**src/rtl/fetch_stage.sv**
```systemverilog
// Instruction fetch stage: INIT/RUN/MISS PC sequencer driving imem and the IF/ID register.
// Latency: one edge from an accepted imem word to IF/ID. A redirect wins over stall, and a miss inserts bubbles.
// Optional FETCH_PERF_EN adds fetch_count/bubble_count. Backpressure: stall holds PC and IF/ID, and imem_ready=0 parks in MISS.
module fetch_stage (
    input  logic        clk,
    input  logic        rst,
    input  logic [31:0] start_pc,
    input  logic        stall,
    input  logic        redirect_valid,
    input  logic [31:0] redirect_pc,
    output logic [31:0] imem_addr,
    output logic        imem_req,
    input  logic [31:0] imem_rdata,
    input  logic        imem_ready,
    output logic [31:0] program_counter,
    output logic        if_id_valid,
    output logic [31:0] if_id_instr,
    output logic [31:0] if_id_pc,
`ifdef FETCH_PERF_EN
    output logic [31:0] if_id_pc4,
    output logic [31:0] fetch_count,
    output logic [31:0] bubble_count
`else
    output logic [31:0] if_id_pc4
`endif
);

    localparam logic [1:0] ST_INIT = 2'd0;
    localparam logic [1:0] ST_RUN  = 2'd1;
    localparam logic [1:0] ST_MISS = 2'd2;

    typedef struct packed {
        logic [31:0] instr;
        logic [31:0] pc;
        logic [31:0] pc4;
    } if_id_t;

    logic [1:0]  state_q;
    logic [31:0] pc_q;
    logic        vld_q;
    if_id_t      if_id_q;

    logic        running;
    logic        do_redirect;
    logic        do_load;
    logic        do_bubble;
    logic [31:0] pc_plus4;

    assign running     = (state_q != ST_INIT);
    assign do_redirect = running && redirect_valid;
    assign do_load     = running && !redirect_valid && !stall && imem_ready;
    // Both a redirect and a miss clear the IF/ID valid bit, so both count as bubbles.
    assign do_bubble   = running && (redirect_valid || (!stall && !imem_ready));
    assign pc_plus4    = pc_q + 32'd4;

    assign imem_addr       = pc_q;
    assign imem_req        = running;
    assign program_counter = pc_q;
    assign if_id_valid     = vld_q;
    assign if_id_instr     = if_id_q.instr;
    assign if_id_pc        = if_id_q.pc;
    assign if_id_pc4       = if_id_q.pc4;

    always_ff @(posedge clk or posedge rst) begin
        if (rst) begin
            state_q <= ST_INIT;
            pc_q    <= 32'd0;
            vld_q   <= 1'b0;
            if_id_q <= '0;
        end else begin
            case (state_q)
                ST_INIT: begin
                    pc_q    <= {start_pc[31:2], 2'b00};
                    state_q <= ST_RUN;
                end
                default: begin
                    if (do_redirect) begin
                        pc_q    <= {redirect_pc[31:2], 2'b00};
                        vld_q   <= 1'b0;
                        state_q <= ST_RUN;
                    end else if (stall) begin
                        state_q <= state_q;
                    end else if (imem_ready) begin
                        if_id_q.instr <= imem_rdata;
                        if_id_q.pc    <= pc_q;
                        if_id_q.pc4   <= pc_plus4;
                        vld_q         <= 1'b1;
                        pc_q          <= pc_plus4;
                        state_q       <= ST_RUN;
                    end else begin
                        vld_q   <= 1'b0;
                        state_q <= ST_MISS;
                    end
                end
            endcase
        end
    end

`ifdef FETCH_PERF_EN
    always_ff @(posedge clk or posedge rst) begin
        if (rst) begin
            fetch_count  <= 32'd0;
            bubble_count <= 32'd0;
        end else begin
            if (do_load)
                fetch_count <= fetch_count + 32'd1;
            if (do_bubble)
                bubble_count <= bubble_count + 32'd1;
        end
    end
`else
    logic unused_bubble;
    assign unused_bubble = do_load ^ do_bubble;
`endif

endmodule

```
**config.mk**
```make
export PLATFORM = sky130hd
export DESIGN_NAME = fetch_stage
export DESIGN_NICKNAME = d
export VERILOG_FILES = /design/src/rtl/fetch_stage.sv
export SDC_FILE = /design/constraint.sdc
export NUM_CORES = 1
export LEC_CHECK = 0
export CAP_MARGIN = 20
export CORE_ASPECT_RATIO = 2
export CORE_MARGIN = 3
export CORE_UTILIZATION = 48
export CTS_BUF_LIST = sky130_fd_sc_hd__clkbuf_2 sky130_fd_sc_hd__clkbuf_4 sky130_fd_sc_hd__clkbuf_8
export CTS_CLUSTER_DIAMETER = 200
export DETAILED_ROUTE_END_ITERATION = 10
export HOLD_SLACK_MARGIN = 0.08
export PLACE_DENSITY = 0.84
export SLEW_MARGIN = 10
export SYNTH_ARGS = -nofsm -noshare
export SYNTH_HDL_FRONTEND = slang
export SYNTH_SLANG_ARGS = --single-unit
```
**constraint.sdc**
```tcl
create_clock -name clk -period 11.3 [get_ports clk]
set_input_delay 2.26 -clock clk [delete_from_list [all_inputs] [get_ports clk]]
set_output_delay 2.26 -clock clk [all_outputs]
set_load 0.1 [all_outputs]
```
==> impl_results.md, run 1 <==
* Critical R2R Launch: state_q[1]
* Hold EP: if_id_instr[2]
* Die height at 169.3 microns
* Register area share after synthesis at 0.4889
* Crit end category: flop
* Number of flops mapped to enable cells by yosys at 0
* Commonest non-fill, non-tap cell in the layout: clkdlybuf4s50_1
* Total CTS buffers at 17
* HP Start: if_id_instr[2]
* Post-layout net count at around 1000
* Final worst-path setup slack at 6.732 ns
* First-pass GRT wire length at roughly 32 mm
* Dominant cell type by area after synthesis: dfrtp_1
* Finished Cell Area at around 9000 sq um
* Hpwl dp at 14.74 mm
* Slew headroom at 0.2642
* WL/cell at between 15 and 20 microns
* Max-cap violations at 0
* Netlist cell types at slightly below 50
* Startpoint Class: input pin
* TritonCTS clock tree: built
* Area grow syn2layout at 42.79%
* Required time of the critical path at roughly 12 ns
* Cell Area, Synth at about 6400 sq um
* Share of Yosys cell area claimed by the top area cell type at 0.4889
* DIE AREA at about 15000 sq um
* TritonRoute pass-1 iters at 5
* Hold Slack at between 0.4 and 0.5 ns
* CP max-delay cell: nor2_4
* Share of layout cells above drive strength 1 at 0.06709
* Post-layout util at 0.7031
* Max incr delay on CP at between 0.7 and 0.8 ns
* Core ar. at 12990 sq um
* Hold Path Cell Cnt at 2
* Pre-CTS setup slack at ~6.3 ns
* Antenna viol nets, final at 0
* Routed vias at approximately 6000
* Placer Congestion at between 0.8 and 0.9
* Worst slew pin tran at 1.100 ns
* Data arrival, critical path at between 4 and 5 ns
* H-tree depth at 4
* Post-CTS Resized at 0
* Clock Sinks at 125
* Post-CTS Hold Buffers at 0
* Rows at 59
* YS warnings at 0
* Syn Inst Count at around 740
* Worst reg2reg setup slack at between 8 and 9 ns
* Io pins at 263
* Vias in the first global route at approximately 5900
* DP Area at between 8000 and 9000 sq um
* Worst path cell trace: clkdlybuf4s50_1, buf_4, nand2b_1, nor2_4, buf_4, nand2_1, o21a_1
* Worst skew pair latency at between 0.4 and 0.5 ns
* Pin count of the biggest net entering global routing at approximately 110
* Pwr/cell area at 245.4 nW/um^2
* Routed vias/inst at between 5 and 6
* Initial Utilization at 0.4924
* Fin Setup TNS at 0 ns
* Total global-route track usage at 0.2795
* CP max FO at 39
* Worst-path clk slew at 0.07 ns
* Fin crit share at 0.4042
* Ant. Diodes at 0
* Leakage at about 0.0040 uW
* Most used cell along the critical path: buf_4
* Postcts setup bufs at 0
* Total grt overflow at 0
* CTS Buffer Depth at 2
* Root Driver: clkbuf_8
* CP Class: input pin to flop
* RSZ-0062 raised after global routing: false
* Top cells by area, synth: dfrtp_1 (49%), nand2_1 (15%), buf_4 (4.9%), o21ai_0 (3.1%), a21oi_1 (3.0%)
* Reg2reg path depth at 8
* Synth Flop Type: dfrtp_1
* Die width at between 80 and 90 microns
* Layout Skew at 0.01276 ns
* Yosys reg bits at approximately 130
* Hold Fails Final Rpt at 0
* Status: finished clean
* Syn Area/Cell at approximately 8.6 sq um
* Residual DRC at 0
* Initial antenna violation count at 0
* RR Endpoint: if_id_pc4[2]
* Final Max Tran Viols at 0
* Async S/R FF share, synth at 1.000
* Final worst path period need at 4.568 ns
* Final setup vio count at 0
* FMAX at around 0.22 GHz
* Commonest cells after routing, fill and taps aside: clkdlybuf4s50_1 (250), nand2_1 (247), dfrtp_1 (125)
* Worst min path class: flop to flop
* Peak VDD IR at 0.1681 mV
* Iteration-0 DRC Markers at 417
* Buffers on Ports at between 200 and 300
* Routed wire length at between 20 and 25 mm
## cell type report
type / instances / area [sq um]
clock buffers: 21 / 270.3
clock inverters: 11 / 166.4
flip-flops and latches: 125 / 3128
fillers: 998 / 3857
inverters: 11 / 43.79
multi-input cells: 527 / 2769
well taps: 152 / 190.2
repair buffers: 259 / 2567
## worst max-delay path, delay by kind of cell
family                 cells  cell delay, ns
AOI/OAI and AO/OA          1            0.14
buffers and inverters      3            1.09
and+or+nand+nor            3            1.34
## sequential cells by signal, summed over array words and instances (netlist names)
name / cells
if_id_instr: 32
if_id_pc: 30
if_id_pc4: 30
if_id_valid: 1
imem_addr: 30
state_q: 2
## cell usage after synthesis, drive strengths merged, types with 2 or more instances
cell,n
a21oi,38
a22oi,2
a2bb2oi,14
a31o,2
a31oi,7
and2,3
and3,16
and4,6
buf,62
clkbuf,24
dfrtp,125
inv,11
mux2i,3
nand2,249
nand2b,2
nand3,23
nand4,15
nor2,18
nor3,6
nor4,6
o21a,2
o21ai,54
o22ai,4
o31ai,3
or2,2
xnor2,17
xor2,18
## kinds of logic (layout without fill, tap and decap cells)
group | after synthesis | count (layout) | synth area share
other | 1 | 8 | 0.0005862
and+or+nand+nor | 350 | 350 | 0.2523
xor gates and xnor gates | 35 | 35 | 0.04792
adders and majority gates | 1 | 1 | 0.001955
buffers and inverters | 97 | 302 | 0.08508
DFF | 125 | 125 | 0.4889
muxes | 4 | 4 | 0.006454
AOI/OAI and AO/OA | 129 | 129 | 0.1168
## routing by layer
layer / track usage / vias to the layer above / routed length [microns] / part of all wire
met5: 0 / - / 0 / 0
met4: 0.1583 / 0 / 1078 / 0.052
met3: 0.05782 / 52 / 1323 / 0.064
met2: 0.4790 / 273 / 10920 / 0.53
met1: 0.3147 / 2849 / 7316 / 0.35
li1: - / 2821 / - / -
## metrics by stage
stage | std cells | total power (uW)
2_1_floorplan | 749 | 1538
3_3_place_gp | 1073 | 1808
3_5_place_dp | 1073 | 1821
4_1_cts | 1105 | 2255
5_1_grt | 1106 | 2318
6_report | 1106 | 2241
## power by group
part	switching, uW	total [uW]	internal [uW]	leakage [uW]
combinational	936	1190	257	0.00223
clock	178	430	253	0.000216
sequential	84.5	617	532	0.00159
## worst max path at each step
stage / depth (start not counted) / from / end
floorplan: 1 / rst / if_id_instr[0]
global placement: 7 / redirect_valid / if_id_pc4[2]
detailed placement: 7 / redirect_valid / if_id_pc4[2]
CTS: 1 / imem_addr[2] / program_counter[2]
global route: 7 / redirect_valid / if_id_pc4[2]
finish: 7 / redirect_valid / if_id_pc4[2]
(Power assumes the default switching activity.)
==> inputs of run 2 (changes only) <==
Settings changed: CORE_UTILIZATION 48 to 40, PLACE_DENSITY 0.84 to 0.74.
Clock period 11.3 ns to 3.95 ns, I/O delays scaled along.
==> run 2 against run 1 <==
Register-to-register slack lost 7.0 ns. First-iteration DRC count shrank 32%. Sequential power grew to 2.9 times the previous value. Global-route usage shrank 3.8 points. Die area grew 19%. Total power grew to 2.8 times the previous value. Final area grew 1.2%. Via count shrank 1.7%. Clock power grew to 2.7 times the previous value. Wire length grew 1.5%. Critical endpoint is now program_counter[6]. Largest power group unchanged. Highest routed layer unchanged.
==> impl_results.md, run 2 (synthesized netlist as in run 1, its figures left out) <==
* Crit end category: primary output
* Total grt overflow at 0
* Area grow syn2layout at 44.51%
* TritonCTS clock tree: built
* Share of layout cells above drive strength 1 at 0.07203
* DIE AREA at ~18000 sq um
* Largest register FFs at 32
* Hold Fails Final Rpt at 0
* RSZ-0062 raised after global routing: false
* Routed vias at ~6000
* Leakage at around 0.0040 uW
* Data arrival, critical path at around 2.3 ns
* Total CTS buffers at 17
* Worst-path clk slew at approximately 0.080 ns
* Hold Path Cell Cnt at 2
* Final worst path period need at slightly above 3 ns
* Core ar. at 15450 sq um
* Initial antenna violation count at 0
* H-tree depth at 4
* Placer Congestion at a little under 0.9
* Root Driver: clkbuf_8
* Post-CTS Resized at 0
* FMAX at approximately 0.33 GHz
* Crit-path leading delay family: buffers and inverters
* Slew headroom at 0.2803
* Initial Utilization at 0.4139
* Worst skew pair latency at 0.43 ns
* Commonest cells after routing, fill and taps aside: clkdlybuf4s50_1 (249), nand2_1 (247), dfrtp_1 (125)
* WL/cell at 18.13 microns
* Max incr delay on CP at ~1.2 ns
* Final setup vio count at 0
* Layout Skew at ~0.015 ns
* Worst Path Buf+Inv at 1
* CTS Buffer Depth at 2
* Die width at between 90 and 100 microns
* CP max FO at 11
* Final worst-path setup slack at 0.8793 ns
* TritonRoute pass-1 iters at 4
* Peak VDD IR at between 0.4 and 0.5 mV
* First-pass GRT wire length at between 30 and 40 mm
* Register area at 3128 sq um
* HP Start: if_id_instr[3]
* Io pins at roughly 260
* CP Class: flop to primary output
* Status: finished clean
* Postcts setup bufs at 0
* Antenna viol nets, final at 0
* Startpoint Class: flop
* Worst min path class: flop to flop
* Total global-route track usage at 0.2416
* CP max-delay cell: clkdlybuf4s50_1
* Routed wire length at between 20 and 25 mm
* Iteration-0 DRC Markers at 282
* Max-cap violations at 0
* Area of the multi-input gates at roughly 2800 sq um
* Rows at 64
* Critical Path Start: imem_addr[6]
* Stages on worst setup path at 1
* Die height at 184.9 microns
* Commonest non-fill, non-tap cell in the layout: clkdlybuf4s50_1
* Hpwl dp at 15.39 mm
* Pwr/cell area at between 600 and 700 nW/um^2
* Buffers on Ports at 250
* Residual DRC at 0
* Pin count of the biggest net entering global routing at 109
* FILL cells at between 1000 and 1500
* Ant. Diodes at 0
* Reg2reg path depth at 7
* Fin Setup TNS at 0 ns
* Hold Slack at about 0.48 ns
* Worst path cell trace: clkdlybuf4s50_1
* Post-CTS Hold Buffers at 0
* Required time of the critical path at 3.16 ns
* Vias in the first global route at 5951
* Final Max Tran Viols at 0
* Post-layout net count at around 1000
* Worst slew pin tran at 1.076 ns
* Critical R2R Launch: state_q[1]
* Pre-CTS setup slack at slightly above 0.8 ns
* Fin crit share at 0.7774
* Routed vias/inst at 5.099
* Clock Sinks at approximately 130
-- run 2: power breakdown --
| part | switching (uW) | internal [uW] |
|---|---|---|
| sequential | 245 | 1520 |
| combinational | 2680 | 748 |
| clock | 561 | 589 |
-- run 2: layout make-up --
type                            count  share of cell area
Tap cell                          198             0.02680
Clock buffer                       18             0.02680
Inverter                           11            0.004872
Sequential cell                   125              0.3383
Clock inverter                     14             0.01732
Multi-Input combinational cell    527              0.2995
Timing Repair Buffer              263              0.2864
-- run 2: metrics by stage --
step	utilization	cells	power [uW]	area [sq um]
after floorplan	-	749	4401	6427
after global placement	0.5713	1123	5202	8830
after detailed placement	0.5713	1123	5233	8830
after CTS	0.5977	1155	6393	9238
after global routing	0.5982	1156	6581	9245
final	0.5982	1156	6347	9245
-- run 2: final timing paths --
| check | endpoint | slack (ns) |
|---|---|---|
| setup / recovery | program_counter[6] | 0.88 |
| hold / removal | if_id_instr[3] | 0.48 |
| setup reg to reg | imem_addr[16] | 1.45 |
| hold reg to reg | if_id_instr[3] | 0.48 |
| max in group asynchronous | if_id_pc[27] | 2.32 |
| min in group asynchronous | if_id_pc4[6] | 0.72 |
-- run 2: routing by layer --
metal	track usage	vias to the layer above	part of all wire
met5	0	-	0
met4	0.1311	0	0.052
met3	0.04959	52	0.055
met2	0.4176	236	0.53
met1	0.2734	2770	0.36
li1	-	2837	-
-- run 2: worst reg2reg max path, cell delays in order, from the launching register on --
cell and delay (ns):
dfrtp_1 0.42, nor2_2 0.52, inv_1 0.13, nand2b_1 0.51
nor2_1 0.28, buf_4 0.26, a21oi_1 0.13, a2bb2oi_1 0.16
==> inputs of run 3 (changes only) <==
Clock period 3.95 ns to 2.8 ns, I/O delays scaled along.
==> run 3 against run 2 <==
Core utilization down 1.9 points. Register-to-register slack worse by 0.97 ns. Wire length down 2.1%. Die area unchanged. Clock skew shrank 0.0041 ns. Via count up 1.4%. Hold slack lost 0.021 ns. Sequential cell count is the same. Global-route usage decreased by 0.87 points.
==> impl_results.md, run 3 (synthesized netlist as in run 1, its figures left out) <==
* NetSw at a little under 5000 uW
* Commonest cells after routing, fill and taps aside: nand2_1 (247), buf_4 (176), dfrtp_1 (125)
* Largest register FFs at 32
* Data arrival, critical path at 1.83 ns
* Required time of the critical path at 2.24 ns
* Finished Cell Area at roughly 9000 sq um
* Max incr delay on CP at 0.41 ns
* Initial antenna violation count at 0
* Switch share at 0.5565
* Routed vias at ~6000
* Clock Sinks at approximately 130
* Top sig layer: met4
* CTS Buffer Depth at 2
* Clock network power share at 0.183
* WL/cell at around 18 microns
* Worst slew pin tran at 0.6333 ns
* Slew headroom at 0.5778
* Post-layout util at 0.5797
* RR Endpoint: imem_addr[28]
* Routed vias/inst at roughly 5.1
* Critical R2R Launch: imem_addr[2]
* Pin count of the biggest net entering global routing at 73
* DP Area at 8552 sq um
* Routed wire length at 20.52 mm
* DIE AREA at between 15000 and 20000 sq um
* Fin crit share at 0.8531
* Commonest non-fill, non-tap cell in the layout: nand2_1
* Post-layout net count at between 1000 and 1500
* TritonRoute pass-1 iters at 5
* H-tree depth at 4
* RSZ-0062 raised after global routing: false
* Rows at 64
* Crit end category: primary output
* Final Max Tran Viols at 0
* Total CTS buffers at 17
* Pwr Total at 8823 uW
* Worst path cell trace: nor2_2, inv_1, buf_4, buf_12
* Die height at ~180 microns
* Total grt overflow at 0
* Pwr/cell area at 984.9 nW/um^2
* CP max FO at 16
* Internal Power at ~3900 uW
* Startpoint Class: flop
* Placer Congestion at slightly above 0.8
* Worst-path clk slew at 0.08 ns
* Core ar. at roughly 15000 sq um
* Leakage at roughly 0.0043 uW
* Die width at 95.43 microns
* Worst skew pair latency at 0.43 ns
* Antenna viol nets, final at 0
* Worst min path class: input pin to async pin
* Final worst path period need at around 2.4 ns
* Sequential share of power at 0.278
* Gate power share at 0.539
* Initial Utilization at 0.4139
* Max-cap violations at 0
* Residual DRC at 0
* Final setup vio count at 0
* CP max-delay cell: dfrtp_1
* Peak VDD IR at 0.6793 mV
* Status: finished clean
* Hpwl dp at around 16 mm
* Iteration-0 DRC Markers at between 300 and 400
* Fin Setup TNS at 0 ns
* Root Driver: clkbuf_8
* Postcts setup bufs at 0
* WL met3 at about 1.3 mm
* CP Class: flop to primary output
* Io pins at 263
* Hold Fails Final Rpt at 0
* First-pass GRT wire length at just over 30 mm
* Ant. Diodes at 0
* Worst reg2reg setup slack at 0.48 ns
* Met2 wire len at approximately 11 mm
* Share of layout cells above drive strength 1 at 0.2420
* Vias in the first global route at about 5900
* Post-CTS Hold Buffers at 0
* Reg2reg path depth at 6
* Metal-1 WL at about 7 mm
* Total global-route track usage at 0.2329
* Post-CTS Resized at 0
* FMAX at about 0.42 GHz
* Layout Skew at ~0.011 ns
* Buffers on Ports at 250
* TritonCTS clock tree: built
* Area grow syn2layout at 40.04%
## run 3: cell types whose count changed in the layout (fill, tap and decap cells not counted), sizes merged
cell / before / now
buf: 14 / 180
clkdlybuf4s50: 249 / 96
clkinvlp: 5 / 3
inv: 14 / 16
## run 3: layout make-up
class,count,area (sq um)
multi-input combinational,527,2769
sequential,125,3128
inverter,11,45.04
clock inverter,14,158.9
timing repair buffer,276,2362
fill,1436,6496
clock buffer,18,247.7
tap,198,247.7
## run 3: how the worst max path moves through the flow
stage,from,to,cells after the start,slack (ns)
after global placement,stall,imem_addr[20],5,0.38
after CTS,state_q[0],imem_req,4,0.39
after floorplan,imem_addr[5],imem_addr[31],6,0.20
after detailed placement,stall,imem_addr[31],6,0.37
after global routing,imem_addr[2],imem_addr[26],6,0.24
final,state_q[0],imem_req,4,0.41
## run 3: power groups by stage
stage | logic [uW] | registers [uW] | clock network, uW
after detailed placement | 4780 | 2490 | 0
after floorplan | 1250 | 4950 | 0
final | 4750 | 2450 | 1620
after global placement | 4750 | 2470 | 0
after global routing | 4910 | 2510 | 1730
after CTS | 4780 | 2460 | 1660
## run 3: worst max-delay path, delay by kind of cell, from the launching register on
kind | cells | cell delay [ns]
DFF | 1 | 0.41
and+or+nand+nor | 1 | 0.07
buffers and inverters | 3 | 0.93
## run 3: stage by stage
stage	cells	setup WS [ns]	hold slack, ns
after CTS	1169	0.3858	0.4407
after global routing	1169	0.2425	0.4712
after floorplan	749	0.2002	0.4971
after global placement	1137	0.3799	0.4596
after detailed placement	1137	0.3679	0.4632
final	1169	0.4115	0.4549
## run 3: layer usage
layer | global-route usage | vias up
li1 | - | 2869
met1 | 0.2595 | 2826
met2 | 0.4176 | 235
met3 | 0.04797 | 45
met4 | 0.1043 | 0
met5 | 0 | -
